<file path="src/rtl/setting_display_pkg.sv">
// Shared constants and types for the settings display: segment patterns,
// settings field indices and the per-frame input snapshot.
package setting_display_pkg;

    localparam logic [7:0] SEG_0     = 8'hC0;
    localparam logic [7:0] SEG_1     = 8'hF9;
    localparam logic [7:0] SEG_2     = 8'hA4;
    localparam logic [7:0] SEG_3     = 8'hB0;
    localparam logic [7:0] SEG_4     = 8'h99;
    localparam logic [7:0] SEG_5     = 8'h92;
    localparam logic [7:0] SEG_6     = 8'h82;
    localparam logic [7:0] SEG_7     = 8'hF8;
    localparam logic [7:0] SEG_8     = 8'h80;
    localparam logic [7:0] SEG_9     = 8'h90;
    localparam logic [7:0] SEG_DASH  = 8'hBF;
    localparam logic [7:0] SEG_BLANK = 8'hFF;

    localparam logic [3:0] CODE_DASH  = 4'd10;
    localparam logic [3:0] CODE_BLANK = 4'd15;

    typedef enum logic [2:0] {
        FIELD_IDLE           = 3'd0,
        FIELD_PLAYER_COUNT   = 3'd1,
        FIELD_QUESTION_COUNT = 3'd2,
        FIELD_ANSWER_TIME    = 3'd3,
        FIELD_WIN_SCORE      = 3'd4,
        FIELD_SUCCESS_SCORE  = 3'd5,
        FIELD_FAIL_SCORE     = 3'd6
    } field_e;

    typedef struct packed {
        logic [2:0] view;
        logic [2:0] state;
        logic [2:0] player_count;
        logic [3:0] question_count;
        logic [6:0] answer_time;
        logic [6:0] win_score;
        logic [3:0] success_score;
        logic [3:0] fail_score;
    } snapshot_t;

    // A dark, idle snapshot so nothing is shown until the first frame boundary.
    localparam snapshot_t SNAP_RESET = '{
        view:           3'd1,
        state:          3'd0,
        player_count:   3'd0,
        question_count: 4'd0,
        answer_time:    7'd0,
        win_score:      7'd0,
        success_score:  4'd0,
        fail_score:     4'd0
    };

    function automatic logic field_has_value(input logic [2:0] state);
        return (state >= FIELD_PLAYER_COUNT) && (state <= FIELD_FAIL_SCORE);
    endfunction

    function automatic logic [6:0] selected_value(input snapshot_t snap);
        logic [6:0] v;
        v = 7'd0;
        case (snap.state)
            FIELD_PLAYER_COUNT:   v = {4'd0, snap.player_count};
            FIELD_QUESTION_COUNT: v = {3'd0, snap.question_count};
            FIELD_ANSWER_TIME:    v = snap.answer_time;
            FIELD_WIN_SCORE:      v = snap.win_score;
            FIELD_SUCCESS_SCORE:  v = {3'd0, snap.success_score};
            FIELD_FAIL_SCORE:     v = {3'd0, snap.fail_score};
            default:              v = 7'd0;
        endcase
        return v;
    endfunction

endpackage

</file>
<file path="src/rtl/setting_display_if.sv">
// Settings inputs and multiplexed 7-segment outputs of the settings display.
interface setting_display_if;

    logic [2:0] view;
    logic [2:0] state;
    logic [2:0] player_count;
    logic [3:0] question_count;
    logic [6:0] answer_time;
    logic [6:0] win_score;
    logic [3:0] success_score;
    logic [3:0] fail_score;
    logic [7:0] seg_en;
    logic [7:0] seg_out;

    modport master (
        output view, state, player_count, question_count,
        output answer_time, win_score, success_score, fail_score,
        input  seg_en, seg_out
    );

    modport slave (
        input  view, state, player_count, question_count,
        input  answer_time, win_score, success_score, fail_score,
        output seg_en, seg_out
    );

endinterface

</file>
<file path="src/rtl/setting_display_seg7_decode.sv">
// Digit code to active-low segment pattern; code 10 is a dash, 11..15 blank.
module seg7_decode
    import setting_display_pkg::*;
(
    input  logic [3:0] code,
    output logic [7:0] pattern
);

    always_comb begin
        pattern = SEG_BLANK;
        case (code)
            4'd0:    pattern = SEG_0;
            4'd1:    pattern = SEG_1;
            4'd2:    pattern = SEG_2;
            4'd3:    pattern = SEG_3;
            4'd4:    pattern = SEG_4;
            4'd5:    pattern = SEG_5;
            4'd6:    pattern = SEG_6;
            4'd7:    pattern = SEG_7;
            4'd8:    pattern = SEG_8;
            4'd9:    pattern = SEG_9;
            4'd10:   pattern = SEG_DASH;
            default: pattern = SEG_BLANK;
        endcase
    end

endmodule

</file>
<file path="src/rtl/setting_display.sv">
// Multiplexed 8-digit settings page: scans one digit per SCAN_DIV cycles,
// snapshots the inputs at each frame boundary and blinks the value field.
module setting_display
    import setting_display_pkg::*;
#(
    parameter int SCAN_DIV     = 50000,
    parameter int BLINK_FRAMES = 25
) (
    input  logic             clk,
    input  logic             rst,
    setting_display_if.slave bus
);

    localparam int SCAN_W  = (SCAN_DIV > 1) ? $clog2(SCAN_DIV) : 1;
    localparam int FRAME_W = (BLINK_FRAMES > 1) ? $clog2(BLINK_FRAMES) : 1;
    localparam logic [SCAN_W-1:0]  SCAN_LAST  = SCAN_W'(SCAN_DIV - 1);
    localparam logic [FRAME_W-1:0] FRAME_LAST = FRAME_W'(BLINK_FRAMES - 1);

    logic [SCAN_W-1:0]  scan_cnt;
    logic [2:0]         idx;
    logic [FRAME_W-1:0] frame_cnt;
    logic               blink_on;
    snapshot_t          snap;
    logic [7:0]         seg_en_q;
    logic [7:0]         seg_out_q;

    logic               wrap;
    logic               frame_edge;
    logic [2:0]         idx_next;
    snapshot_t          live;
    snapshot_t          snap_next;
    logic               blink_next;
    logic [FRAME_W-1:0] frame_next;
    logic [6:0]         value;
    logic               has_value;
    logic [3:0]         tens;
    logic [3:0]         units;
    logic               dark;
    logic [3:0]         digit_code;
    logic [7:0]         digit_pattern;

    assign wrap       = (scan_cnt == SCAN_LAST);
    assign idx_next   = idx + 3'd1;
    assign frame_edge = wrap && (idx == 3'd7);

    assign live = '{
        view:           bus.view,
        state:          bus.state,
        player_count:   bus.player_count,
        question_count: bus.question_count,
        answer_time:    bus.answer_time,
        win_score:      bus.win_score,
        success_score:  bus.success_score,
        fail_score:     bus.fail_score
    };

    // The frame starting at this edge already uses the new snapshot and blink phase.
    always_comb begin
        snap_next  = snap;
        blink_next = blink_on;
        frame_next = frame_cnt;
        if (frame_edge) begin
            snap_next = live;
            if (live.state != snap.state) begin
                blink_next = 1'b1;
                frame_next = '0;
            end else if (frame_cnt == FRAME_LAST) begin
                blink_next = ~blink_on;
                frame_next = '0;
            end else begin
                frame_next = frame_cnt + FRAME_W'(1);
            end
        end
    end

    assign value     = selected_value(snap_next);
    assign has_value = field_has_value(snap_next.state);
    assign tens      = 4'(value / 7'd10);
    assign units     = 4'(value % 7'd10);
    assign dark      = (snap_next.view != 3'd0);

    always_comb begin
        digit_code = CODE_BLANK;
        case (idx_next)
            3'd7: digit_code = {1'b0, snap_next.state};
            3'd6: digit_code = CODE_DASH;
            3'd1: begin
                if (has_value && blink_next) begin
                    if (value > 7'd99)     digit_code = CODE_DASH;
                    else if (value > 7'd9) digit_code = tens;
                    else                   digit_code = CODE_BLANK;
                end
            end
            3'd0: begin
                if (has_value && blink_next) begin
                    if (value > 7'd99) digit_code = CODE_DASH;
                    else               digit_code = units;
                end
            end
            default: digit_code = CODE_BLANK;
        endcase
    end

    seg7_decode u_decode (
        .code    (digit_code),
        .pattern (digit_pattern)
    );

    always_ff @(posedge clk or negedge rst) begin
        if (!rst) begin
            scan_cnt  <= '0;
            idx       <= 3'd0;
            frame_cnt <= '0;
            blink_on  <= 1'b1;
            snap      <= SNAP_RESET;
            seg_en_q  <= 8'hFF;
            seg_out_q <= SEG_BLANK;
        end else begin
            snap      <= snap_next;
            blink_on  <= blink_next;
            frame_cnt <= frame_next;
            if (wrap) begin
                scan_cnt <= '0;
                idx      <= idx_next;
                if (dark) begin
                    seg_en_q  <= 8'hFF;
                    seg_out_q <= SEG_BLANK;
                end else begin
                    seg_en_q  <= ~(8'd1 << idx_next);
                    seg_out_q <= digit_pattern;
                end
            end else begin
                scan_cnt <= scan_cnt + SCAN_W'(1);
            end
        end
    end

    assign bus.seg_en  = seg_en_q;
    assign bus.seg_out = seg_out_q;

endmodule

</file>
<file path="src/flat_wrapper.sv">
// flat-port wrapper written by rule: the top's interface ports become plain ports
module setting_display_flat import setting_display_pkg::*;
#(
    parameter int SCAN_DIV     = 50000,
    parameter int BLINK_FRAMES = 25
)
  (clk, rst, bus_view, bus_state, bus_player_count, bus_question_count, bus_answer_time, bus_win_score, bus_success_score, bus_fail_score, bus_seg_en, bus_seg_out);
  setting_display_if bus_i ();
  input  logic clk;
  input  logic rst;
  input wire logic [$bits(bus_i.view)-1:0] bus_view;
  input wire logic [$bits(bus_i.state)-1:0] bus_state;
  input wire logic [$bits(bus_i.player_count)-1:0] bus_player_count;
  input wire logic [$bits(bus_i.question_count)-1:0] bus_question_count;
  input wire logic [$bits(bus_i.answer_time)-1:0] bus_answer_time;
  input wire logic [$bits(bus_i.win_score)-1:0] bus_win_score;
  input wire logic [$bits(bus_i.success_score)-1:0] bus_success_score;
  input wire logic [$bits(bus_i.fail_score)-1:0] bus_fail_score;
  output wire logic [$bits(bus_i.seg_en)-1:0] bus_seg_en;
  output wire logic [$bits(bus_i.seg_out)-1:0] bus_seg_out;
  assign bus_i.view = bus_view;
  assign bus_i.state = bus_state;
  assign bus_i.player_count = bus_player_count;
  assign bus_i.question_count = bus_question_count;
  assign bus_i.answer_time = bus_answer_time;
  assign bus_i.win_score = bus_win_score;
  assign bus_i.success_score = bus_success_score;
  assign bus_i.fail_score = bus_fail_score;
  assign bus_seg_en = bus_i.seg_en;
  assign bus_seg_out = bus_i.seg_out;
  setting_display #(.SCAN_DIV(SCAN_DIV), .BLINK_FRAMES(BLINK_FRAMES)) u_core (.clk(clk), .rst(rst), .bus(bus_i));
endmodule
</file>
<file path="config.mk">
export PLATFORM = sky130hd
export DESIGN_NAME = setting_display_flat
export DESIGN_NICKNAME = d
export VERILOG_FILES = /design/src/rtl/setting_display_pkg.sv /design/src/rtl/setting_display_if.sv /design/src/rtl/setting_display_seg7_decode.sv /design/src/rtl/setting_display.sv /design/src/flat_wrapper.sv
export SDC_FILE = /design/constraint.sdc
export NUM_CORES = 1
export LEC_CHECK = 0
export CORE_ASPECT_RATIO = 1.5
export CORE_UTILIZATION = 52
export DETAILED_ROUTE_END_ITERATION = 7
export GPL_TIMING_DRIVEN = 1
export PLACE_DENSITY = 0.77
export SLEW_MARGIN = 5
export SYNTH_ARGS = -nofsm -noshare
export SYNTH_HDL_FRONTEND = slang
export SYNTH_HIERARCHICAL = 1
export SYNTH_SLANG_ARGS = --single-unit
</file>
<file path="constraint.sdc">
create_clock -name clk -period 3.9 [get_ports clk]
set_input_delay 0.585 -clock clk [delete_from_list [all_inputs] [get_ports clk]]
set_output_delay 0.585 -clock clk [all_outputs]
set_load 0.03 [all_outputs]
</file>
== After elaboration in Yosys (flattened, before gate mapping) ==
Memory sizes are Yosys's and may differ from the RTL's.
Index checks and enable logic that the tools add are counted.

* Register bits after elaboration: 76
* Memory bits (read-only): 112
* Input bits: 37
* Output and inout bits: 16
* Logic and storage cells: 61
* Memories kept: 1

* $add $sub $neg: 3
* Div/mod/pow operators: 2
* $lt $le $gt $ge: 4
* Equality and inequality tests: 13
* Shifts and indexed selects: 1
* Muxes and demuxes: 16
* Bitwise logic cells: 2
* Reductions and logical operators: 5

{| class="wikitable"
|+ Memories
! memory !! depth !! width !! rd ports !! clocked after Yosys merged registers in !! write ports !! RTL line !! source
|-
| (name not given) || 16 || 7 || 1 || 0 || 0 || setting_display_seg7_decode.sv:11 || <nowiki>case (code)</nowiki>
|}

{| class="wikitable"
|+ Operators by type and width
! cell !! count
|-
| 7-bit one-hot mux with 6 select lines || 1
|-
| 35-bit two-way mux || 1
|-
| 4-bit two-way mux || 5
|-
| 3-bit == test (second input constant) || 6
|-
| 16-bit by 1-bit adder with 16-bit output (second input constant) || 1
|-
| 16-bit == test (second input constant) || 1
|-
| 16-bit two-way mux || 1
|-
| 8-bit two-way mux || 2
|-
| 4-bit one-hot mux with 4 select lines || 1
|-
| 5-bit two-way mux || 2
|-
| 8-bit NOT || 1
|-
| 1-bit by 3-bit << shifter with 8-bit output (first input constant) || 1
|-
| 7-bit by 4-bit divider with 7-bit output (second input constant) || 1
|-
| 7-bit by 4-bit > comparator with 1-bit output (second input constant) || 1
|-
| 7-bit > comparator (second input constant) || 1
|-
| 7-bit by 4-bit remainder unit with 7-bit output (second input constant) || 1
|-
| 3-bit by 1-bit == test with 1-bit output (second input constant) || 2
|-
| 3-bit by 2-bit == test with 1-bit output (second input constant) || 2
|-
| 5-bit by 1-bit adder with 5-bit output (second input constant) || 1
|-
| 5-bit == test (second input constant) || 1
|-
| 3-bit by 1-bit adder with 3-bit output (second input constant) || 1
|-
| 3-bit by 1-bit >= comparator with 1-bit output (second input constant) || 1
|-
| 3-bit <= comparator (second input constant) || 1
|-
| 1-bit logical AND || 3
|-
| other kinds (5) || 7
|}

== Longest topological paths before layout ==
Gate-level depths: netlist (run 1).
An unclocked memory read counts as a cell.

* Word-level depth: 12
* Mapped depth: 24
* Mapped depth without buffers: 22

== Hierarchy ==
The synthesis (run 1) kept the hierarchy.

{| class="wikitable"
|+ Modules (own cells, without submodules)
! module !! times used !! cells an instance !! area an instance (um^2) !! sequential area each (um^2)
|-
| setting_display || 1 || 553 || 4770.8 || 1924.3
|-
| seg7_decode || 1 || 35 || 235.2 || 0.0
|}

== Worst setup path after synthesis (run 1) ==
OpenSTA, ideal clock, no wires.

* Path kind: register -> register
* Start: register u_core.idx[0]
* End: register u_core.seg_out_q[3], in the netlist u_core/bus.seg_out[3]
* Setup time: 0.073 ns
* Arrival time: 4.100 ns
* Required time: 3.827 ns
* Slack: -0.273 ns
* Cell stages (with the launch flop): 25
* Path buffers: 2
* Clock period less this slack: 4.173 ns
* Cells stage by stage: dfrtp_1 -> ha_1 -> ha_1 -> and4_1 -> and4_1 -> buf_4 -> buf_2 -> mux2i_1 -> nor3_1 -> a211o_1 -> o211ai_1 -> inv_1 -> ha_1 -> o31ai_1 -> o41ai_4 -> nand2_2 -> nor4_1 -> or3_1 -> inv_1 -> ha_1 -> or2_1 -> a21oi_2 -> a31oi_1 -> nor2_1 -> a21oi_1

* Longest elaborated chain between the ends: 12
* Elaborated cells between the ends (all ways): 33
* Classes of those cells: add/sub: 1; div: 2; order compare: 4; eq/ne: 10; mux: 10; reduce/logical: 5; memory: 1

{| class="wikitable"
|+ Ends and longest elaborated chain
! element !! RTL line !! source
|-
| start: declaration || setting_display.sv:20 || <nowiki>logic [2:0] idx;</nowiki>
|-
| start signal: assignment || setting_display.sv:124 || <nowiki>idx <= idx_next;</nowiki>
|-
| 3-bit == test || setting_display.sv:44 || <nowiki>assign frame_edge = wrap && (idx == 3'd7);</nowiki>
|-
| 1-bit logical AND || setting_display.sv:44 ||
|-
| 35-bit two-way mux || setting_display.sv:62 || <nowiki>if (frame_edge) begin</nowiki>
|-
| 3-bit == test (tied with other cells) || setting_display_pkg.sv:61 || <nowiki>case (snap.state)</nowiki>
|-
| 7-bit one-hot mux with 6 select lines || setting_display_pkg.sv:61 ||
|-
| 7-bit by 4-bit divider with 7-bit output / 7-bit by 4-bit > comparator with 1-bit output (equally long branches) || setting_display.sv:78, setting_display.sv:90 ||
|-
| 4-bit two-way mux || setting_display.sv:90 || <nowiki>else if (value > 7'd9) digit_code = tens;</nowiki>
|-
| 4-bit two-way mux || setting_display.sv:89 || <nowiki>if (value > 7'd99) digit_code = CODE_DASH;</nowiki>
|-
| 4-bit two-way mux || setting_display.sv:88 || <nowiki>if (has_value && blink_next) begin</nowiki>
|-
| 4-bit one-hot mux with 4 select lines (*) || setting_display.sv:84 || <nowiki>case (idx_next)</nowiki>
|-
| via u_core.digit_code[1] || setting_display.sv:39 || <nowiki>logic [3:0] digit_code;</nowiki>
|-
| memory read 16 x 7 bit (*) || - ||
|-
| via u_core.digit_pattern[3] || setting_display.sv:40 || <nowiki>logic [7:0] digit_pattern;</nowiki>
|-
| 8-bit two-way mux (*) || setting_display.sv:125 || <nowiki>if (dark) begin</nowiki>
|-
| end signal: assignment || setting_display.sv:130 || <nowiki>seg_out_q <= digit_pattern;</nowiki>
|-
| end: declaration || setting_display.sv:25 || <nowiki>logic [7:0] seg_out_q;</nowiki>
|}

Mark *: on every way through the listed nets, which the timed path passes. The rest lies on a longest branch.
A chain may end at the register's enable or synchronous reset.

== Final worst setup path (run 1) ==
* Start: input bus_state[0]
* End: register u_core.seg_out_q[0], in the netlist u_core/bus.seg_out[0]

* Longest elaborated chain between the ends: 10
* Elaborated cells between the ends (all ways): 27
* Classes of those cells: div: 2; order compare: 4; eq/ne: 7; mux: 11; reduce/logical: 2; memory: 1

{| class="wikitable"
|+ Ends and longest elaborated chain
! element !! RTL line !! source
|-
| start: declaration || flat_wrapper.sv:12 || <nowiki>input wire logic [$bits(bus_i.state)-1:0] bus_state;</nowiki>
|-
| 35-bit two-way mux || setting_display.sv:62 ||
|-
| 3-bit == test (tied with other cells) || setting_display_pkg.sv:61 ||
|-
| 7-bit one-hot mux with 6 select lines || setting_display_pkg.sv:61 ||
|-
| 7-bit by 4-bit divider with 7-bit output / 7-bit by 4-bit > comparator with 1-bit output (equally long branches) || setting_display.sv:78, setting_display.sv:90 ||
|-
| 4-bit two-way mux || setting_display.sv:90 ||
|-
| 4-bit two-way mux || setting_display.sv:89 ||
|-
| 4-bit two-way mux || setting_display.sv:88 ||
|-
| 4-bit one-hot mux with 4 select lines (*) || setting_display.sv:84 ||
|-
| via u_core.digit_code[0] || setting_display.sv:39 ||
|-
| memory read 16 x 7 bit (*) || - ||
|-
| via u_core.digit_pattern[0] || setting_display.sv:40 ||
|-
| 8-bit two-way mux (*) || setting_display.sv:125 ||
|}

Marked as above.

==> results of run 1 <==
metrics by stage:
step                std cells  util, %
floorplan                 588        -
finish                    894     79.2
CTS                       891     77.9
global route              894     79.2
detailed placement        853     70.7
global placement          853     70.7
layer usage:
| metal | vias up | track usage (%) |
|---|---|---|
| li1 | 2464 | - |
| met1 | 2525 | 34.3 |
| met2 | 182 | 60.5 |
| met3 | 57 | 6.74 |
| met4 | 0 | 19.1 |
| met5 | - | 0 |
sequential cells by signal, summed over array words and instances (netlist names):
name                cells
u_core/blink_on         1
u_core/bus.seg_en       8
u_core/bus.seg_out      8
u_core/frame_cnt        5
u_core/idx              3
u_core/scan_cnt        16
u_core/snap            35
power by group through the flow:
stage | logic, uW | clock network [uW] | registers, uW
finish | 288 | 924 | 795
global route | 308 | 971 | 795
CTS | 276 | 935 | 795
detailed placement | 254 | 0 | 808
global placement | 251 | 0 | 808
floorplan | 109 | 0 | 807
layout make-up:
class | count | area share [%]
clock buffer | 11 | 3.29
clock inverter | 5 | 1.12
inverter | 21 | 1.14
multi-input combinational | 463 | 43.4
sequential | 76 | 26.1
tap | 112 | 1.90
timing repair buffer | 206 | 23.0
how the worst max path moves through the flow:
stage                    start  cells after the start               endpoint  slack [ps]
5_1_grt        u_core/snap[29]                     21  u_core/bus.seg_out[0]        -310
2_1_floorplan    u_core/idx[1]                     20  u_core/bus.seg_out[1]           1
4_1_cts          u_core/idx[1]                     22  u_core/bus.seg_out[0]         -60
6_report          bus_state[0]                     22  u_core/bus.seg_out[0]        -140
3_5_place_dp      bus_state[1]                     22  u_core/bus.seg_out[3]        -780
3_3_place_gp      bus_state[1]                     21  u_core/bus.seg_out[1]        -670
cells by family (layout without fill, tap and decap cells):
logic type | count (synthesis) | after routing | synth area share [%]
flip-flops | 76 | 76 | 38.4
buffers and inverters | 50 | 243 | 4.57
AND/OR/NAND/NOR | 281 | 282 | 26.7
adder cells (fa/ha/maj) | 15 | 15 | 3.75
AO/OA/AOI/OAI | 115 | 115 | 16.1
multiplexers | 30 | 30 | 6.82
other | 1 | 1 | 0.0749
XOR/XNOR | 20 | 20 | 3.50
synth_stat cells, drive strengths merged (7+ instances only):
library cell	n
nor2b	13
o21ai	23
clkbuf	17
xnor2	10
xor2	10
and3	8
a21oi	28
dfrtp	58
nand2	118
ha	15
inv	21
a31oi	11
a32o	7
nand2b	7
nor3	21
nor4	7
mux2	10
nor2	65
a32oi	7
dfstp	18
nand3	17
mux2i	18
buf	12
placed cells by master, fill, tap and decap left out, drive strengths merged, types with 10 or more instances in the layout:
cell and n:
xnor2 10, nor2 65, clkdlybuf4s50 40, buf 155, dfstp 18, nor2b 13
dfrtp 58, xor2 10, mux2i 18, nand2 118, inv 22, clkbuf 11
dlygate4sd2 10, nor3 21, mux2 10, o21ai 23, a31oi 11, ha 15
nand3 17, a21oi 28
worst max-delay path: stages:
cell           delay (ps)
dlygate4sd2_1         320
buf_4                 170
mux2i_1               130
nor3b_2               370
nor2_2                110
a21oi_4               200
mux2i_1               210
o211ai_1              150
inv_1                 130
ha_4                  160
o31ai_4                70
o41ai_4                80
o211ai_1              190
o221ai_1              200
o211ai_1              190
buf_4                 200
ha_4                  140
or2_1                 220
a21oi_2               150
nor2_1                 70
nor2_1                110
a21oi_1                80
repair_timing:
item                       CTS  global route
pin swaps                   30            23
setup endpoints to repair    7             7
setup buffers               20             3
hold buffers                 0             0
gates resized for setup     54            18
cloned                       2             0
==> run_results.csv, run 1 <==
group,metric,value,unit
outcome,status,"finished, violations left",
outcome,failed_checks,"negative setup slack",
sta,hold_violations,0,
worst_setup_path,r2r_slack,-120,ps
hold_path,holdCritPathClass,"in2async",
worst_setup_path,critPathRequiredTime,4130,ps
layout,fin_nets,829,
yosys,ys_ff_latch,76,
sta,setup_ws,-137,ps
floorplan,core,0.00931,mm^2
power,p_total,2010,uW
global_routing,grt_max_degree,42,
sta,setup_viol,6,
yosys,synthArstFlopShare,100,%
clock_tree,clk_path_buf_depth,2,
place,portBuffers,52,
power,pwr-share-comb,14.3,%
layout,nFillCells,611,
sta,tns,-630,ps
worst_setup_path,end_kind,"register",
power,power_density,272,mW/mm^2
layout,antenna_cells,0,
place,pre_cts_ws,-778,ps
worst_setup_path,cp-start-kind,"input pin",
run,drv_cap,0,
floorplan,die_w,82.1,um
clock_tree,cts_tree,"built",
route,wire_per_inst,17.9,um
route,via_per_inst,5.85,
layout,area_delta_synth_final,47.2,%
power,switching_share,24.1,%
sta,slew_violations,0,
yosys,yosys_warnings,6,
clock_tree,clkTransAtPathRegs,60,ps
yosys,yosys.area.top_type_share,29.0,%
power,vdd_drop_max,0.252,mV
power,pwr-share-seq,39.6,%
power,intPower,1520,uW
sta,finalCritPeriodShare,104,%
clock_tree,cts_buffers,9,
worst_setup_path,crit_type,"in2reg",
route,vias,5228,
yosys,syn_nets,640,
layout,seq_area,0.00193,mm^2
sta,rsz0062_at_grt,"true",
floorplan,dieArea,0.0100,mm^2
route,wirelength,16000,um
place,place_hpwl,11200,um
power,p_leak,0.00335,uW
worst_setup_path,r2r_cells,22,
worst_setup_path,r2r-end,"u_core/bus.seg_out[0]",
floorplan,rows,43,
place,dpl-instance-area,0.00659,mm^2
floorplan,die_h,122,um
yosys,synth_cell_types,67,
yosys,synth_area_leaders,"dfrtp_1 29%, dfstp_2 9.4%, nand2_1 8.8%",
yosys,synth.avg_cell_area,8.51,um^2
layout,final_area,0.00737,mm^2
yosys,syn-cell-area,0.00501,mm^2
route,wl_met3,804,um
floorplan,initial_core_util,53.8,%
route,wl_met2,8570,um
yosys,ys.flop_type,"dfrtp_1",
power,clkPwrFrac,46.0,%
global_routing,grt_pass1_wl,25400,um
yosys,synth_cells,588,
sta,timing.final.crit_period,4040,ps
worst_setup_path,r2r-start,"u_core/idx[0]",
route,first_iter_violations,271,
yosys,synth_edf_count,0,
clock_tree,cts.sinks,76,
yosys,yosysSeqAreaShare,38.4,%
route,wl_met1,5890,um
layout,layout-drive-gt1-share,33.2,%
worst_setup_path,path_max_fanout,6,
global_routing,grt_remaining_overflow,0,
global_routing,grt_use_total,33.4,%
clock_tree,htreeDepth,3,
clock_tree,clk_latency,340,ps
global_routing,antenna_found_initial,0,
global_routing,grt_pass1_vias,5432,
route,drc_errors,0,
floorplan,pin_count,53,
sta,max_slew_margin,26.3,%
place,gp_congestion,0.899,
route,routed.top_layer,"met4",
worst_setup_path,arrival,4270,ps
power,p_sw,483,uW
route,ant_nets,0,
sta,whs,316,ps
sta,timing.fmax,248,MHz
sta,skew,6.95,ps
sta,tightestPinTransition,1100,ps
clock_tree,root_buffer,"clkbuf_16",
layout,multiInputGateArea,0.00320,mm^2
route,first_pass_iters,5,
yosys,synth_top_cell_by_area,"dfrtp_1",
Power figures use the tool's default switching activity.
==> run 2: changes to the inputs <==
- CELL_PAD_IN_SITES_DETAIL_PLACEMENT: not set -> 0
- CELL_PAD_IN_SITES_GLOBAL_PLACEMENT: not set -> 1
- CORE_UTILIZATION: 52 -> 31
- PLACE_DENSITY: 0.77 -> not set
- PLACE_DENSITY_LB_ADDON: not set -> 0.1
==> run 2 against run 1 <==
- the run still ends with negative setup slack left
- clock-buffer cell count down 2
- via count down 5.4%
- power down 6.5%
- global-route usage down 13 points
- largest cell class unchanged
==> run_results.csv, run 2 (synthesized netlist as in run 1, its figures left out) <==
group,metric,value,unit
outcome,status,"finished, violations left",
sta,skew,13.5,ps
route,first_iter_violations,218,
global_routing,grtUsageMet2,37.8,%
floorplan,pin_count,53,
clock_tree,clk_latency,340,ps
worst_setup_path,critPathRequiredTime,4160,ps
route,drc_errors,0,
floorplan,dieArea,0.0167,mm^2
global_routing,met3_usage,2.92,%
layout,layout_common_cells,"143 x buf_4, 116 x nand2_1, 61 x nor2_1, 57 x dfrtp_1, 48 x clkdlybuf4s50_1",
power,power_density,254,mW/mm^2
worst_setup_path,path_max_fanout,6,
layout,area_delta_synth_final,47.6,%
worst_setup_path,cp-start-kind,"input pin",
layout,antenna_cells,0,
floorplan,die_w,106,um
global_routing,grt_max_degree,77,
sta,setup_ws,-97.8,ps
worst_setup_path,r2r-start,"u_core/idx[1]",
floorplan,core,0.0157,mm^2
outcome,failed_checks,"negative setup slack",
route,via_per_inst,5.05,
floorplan,rows,56,
global_routing,grt_use_total,20.0,%
layout,largest-register,"u_core/snap",
power,p_leak,0.00330,uW
place,portBuffers,52,
run,drv_cap,0,
sta,max_slew_margin,34.6,%
clock_tree,root_buffer,"clkbuf_16",
sta,tns,-309,ps
route,wire_per_inst,16.4,um
place,place_hpwl,12400,um
clock_tree,cts_tree,"built",
clock_tree,clk_path_buf_depth,2,
sta,rsz0062_at_grt,"true",
layout,reg_top3,"u_core/snap x35, u_core/scan_cnt x16",
clock_tree,postCtsHoldBufs,0,
layout,final_cells,980,
layout,layout_commonest_cell,"buf_4",
sta,hold_violations,0,
layout,largest_reg_flops,35,
sta,tightestPinTransition,981,ps
global_routing,grt_pass1_vias,5262,
hold_path,holdCritPathClass,"in2async",
global_routing,antenna_found_initial,0,
layout,nFillCells,1546,
clock_tree,cts.sinks,76,
place,gp_congestion,0.870,
worst_setup_path,cpPeakStageDelay,370,ps
worst_setup_path,critical-path-slowest-cell,"or3_4",
clock_tree,cts_buffers,9,
worst_setup_path,path_delay_family,"compound AO/OA/AOI/OAI gates",
sta,finalCritPeriodShare,103,%
global_routing,gr-max-usage-layer,"met2",
clock_tree,htreeDepth,3,
place,post-place-cells,949,
route,first_pass_iters,4,
sta,setup_viol,7,
place,pre_cts_ws,-895,ps
floorplan,die_h,158,um
worst_setup_path,end_kind,"register",
layout,layout-drive-gt1-share,32.0,%
worst_setup_path,critical_path.cell_chain,"dlygate4sd2_1 -> buf_4 -> nor3b_4 -> a32oi_2 -> buf_4 -> o31ai_4 -> a211o_1 -> o211ai_1 -> inv_1 -> ha_4 -> o31ai_4 -> o41ai_4 -> nand2_2 -> a311o_1 -> or3_4 -> inv_4 -> ha_4 -> or2_1 -> a21oi_2 -> a31oi_1 -> nor2_1 -> a21oi_1",
global_routing,grt_use_met1,21.8,%
worst_setup_path,arrival,4260,ps
route,vias,4946,
sta,slew_violations,0,
layout,fin_nets,824,
power,p_total,1880,uW
worst_setup_path,startpoint,"bus_state[1]",
global_routing,grt_pass1_wl,26100,um
floorplan,initial_core_util,31.9,%
power,vdd_drop_max,0.149,mV
global_routing,grt_remaining_overflow,0,
sta,timing.fmax,250,MHz
worst_setup_path,crit_type,"in2reg",
worst_setup_path,crit_buf_inv,5,
route,ant_nets,0,
route,wirelength,16100,um
clock_tree,clkTransAtPathRegs,70,ps
sta,timing.final.crit_period,4000,ps
==> run 2: changes by cell type in the layout (fill, tap and decap cells not counted), sizes merged <==
| cell | previous run | this run |
|---|---|---|
| inv | 22 | 26 |
| buf | 155 | 150 |
| clkinvlp | 0 | 1 |
| clkbuf | 11 | 10 |
| and4 | 4 | 3 |
| clkdlybuf4s15 | 1 | 0 |
| bufinv | 2 | 0 |
| clkinv | 2 | 1 |
| clkdlybuf4s50 | 40 | 48 |
| dlygate4sd2 | 10 | 3 |
==> run 2: path summary, 6_finish.rpt <==
check	slack (ps)	endpoint	cells past startpoint
worst max-delay path	-100	u_core/bus.seg_out[3]	22
worst min-delay path	400	u_core/snap[1]	1
worst max register to register	-90	u_core/bus.seg_out[3]	23
worst min register to register	470	u_core/snap[15]	2
max in group asynchronous	2810	u_core/snap[30]	1
min in group clk	470	u_core/snap[15]	2
==> run 2: metrics by stage <==
stage / area, um^2 / hold slack (ps) / utilization [%]
detailed placement: 6780 / 456 / 43.2
CTS: 7210 / 451 / 46.0
global route: 7390 / 482 / 47.1
floorplan: 5110 / 289 / -
finish: 7390 / 399 / 47.1
global placement: 6780 / 449 / 43.2
==> run 2: final cells by class <==
class                   instances  area (um^2)  area share [%]
well taps                     203          254            3.44
flip-flops and latches         76         1930            26.1
multi-input cells             462         3140            42.5
clock inverters                 7         56.3           0.762
inverters                      21         81.3            1.10
repair buffers                202         1710            23.1
clock buffers                   9          225            3.05
==> run 2: power by group <==
| group | internal, uW | leakage (uW) | switching (uW) |
|---|---|---|---|
| clock | 441 | 0.000138 | 361 |
| combinational | 144 | 0.00235 | 135 |
| sequential | 792 | 0.000808 | 1.97 |
==> run 2: per-layer routing <==
| metal | vias up | part of all wire, % |
|---|---|---|
| li1 | 2442 | - |
| met1 | 2380 | 40 |
| met2 | 94 | 54 |
| met3 | 30 | 2.8 |
| met4 | 0 | 3.3 |
| met5 | - | 0 |
==> run 2: timing repair <==
item / in CTS / in global routing
pin swaps: 17 / 26
gates cloned: 0 / 2
gates resized for setup: 25 / 22
setup buffers: 5 / 8
setup endpoints to repair: 7 / 7
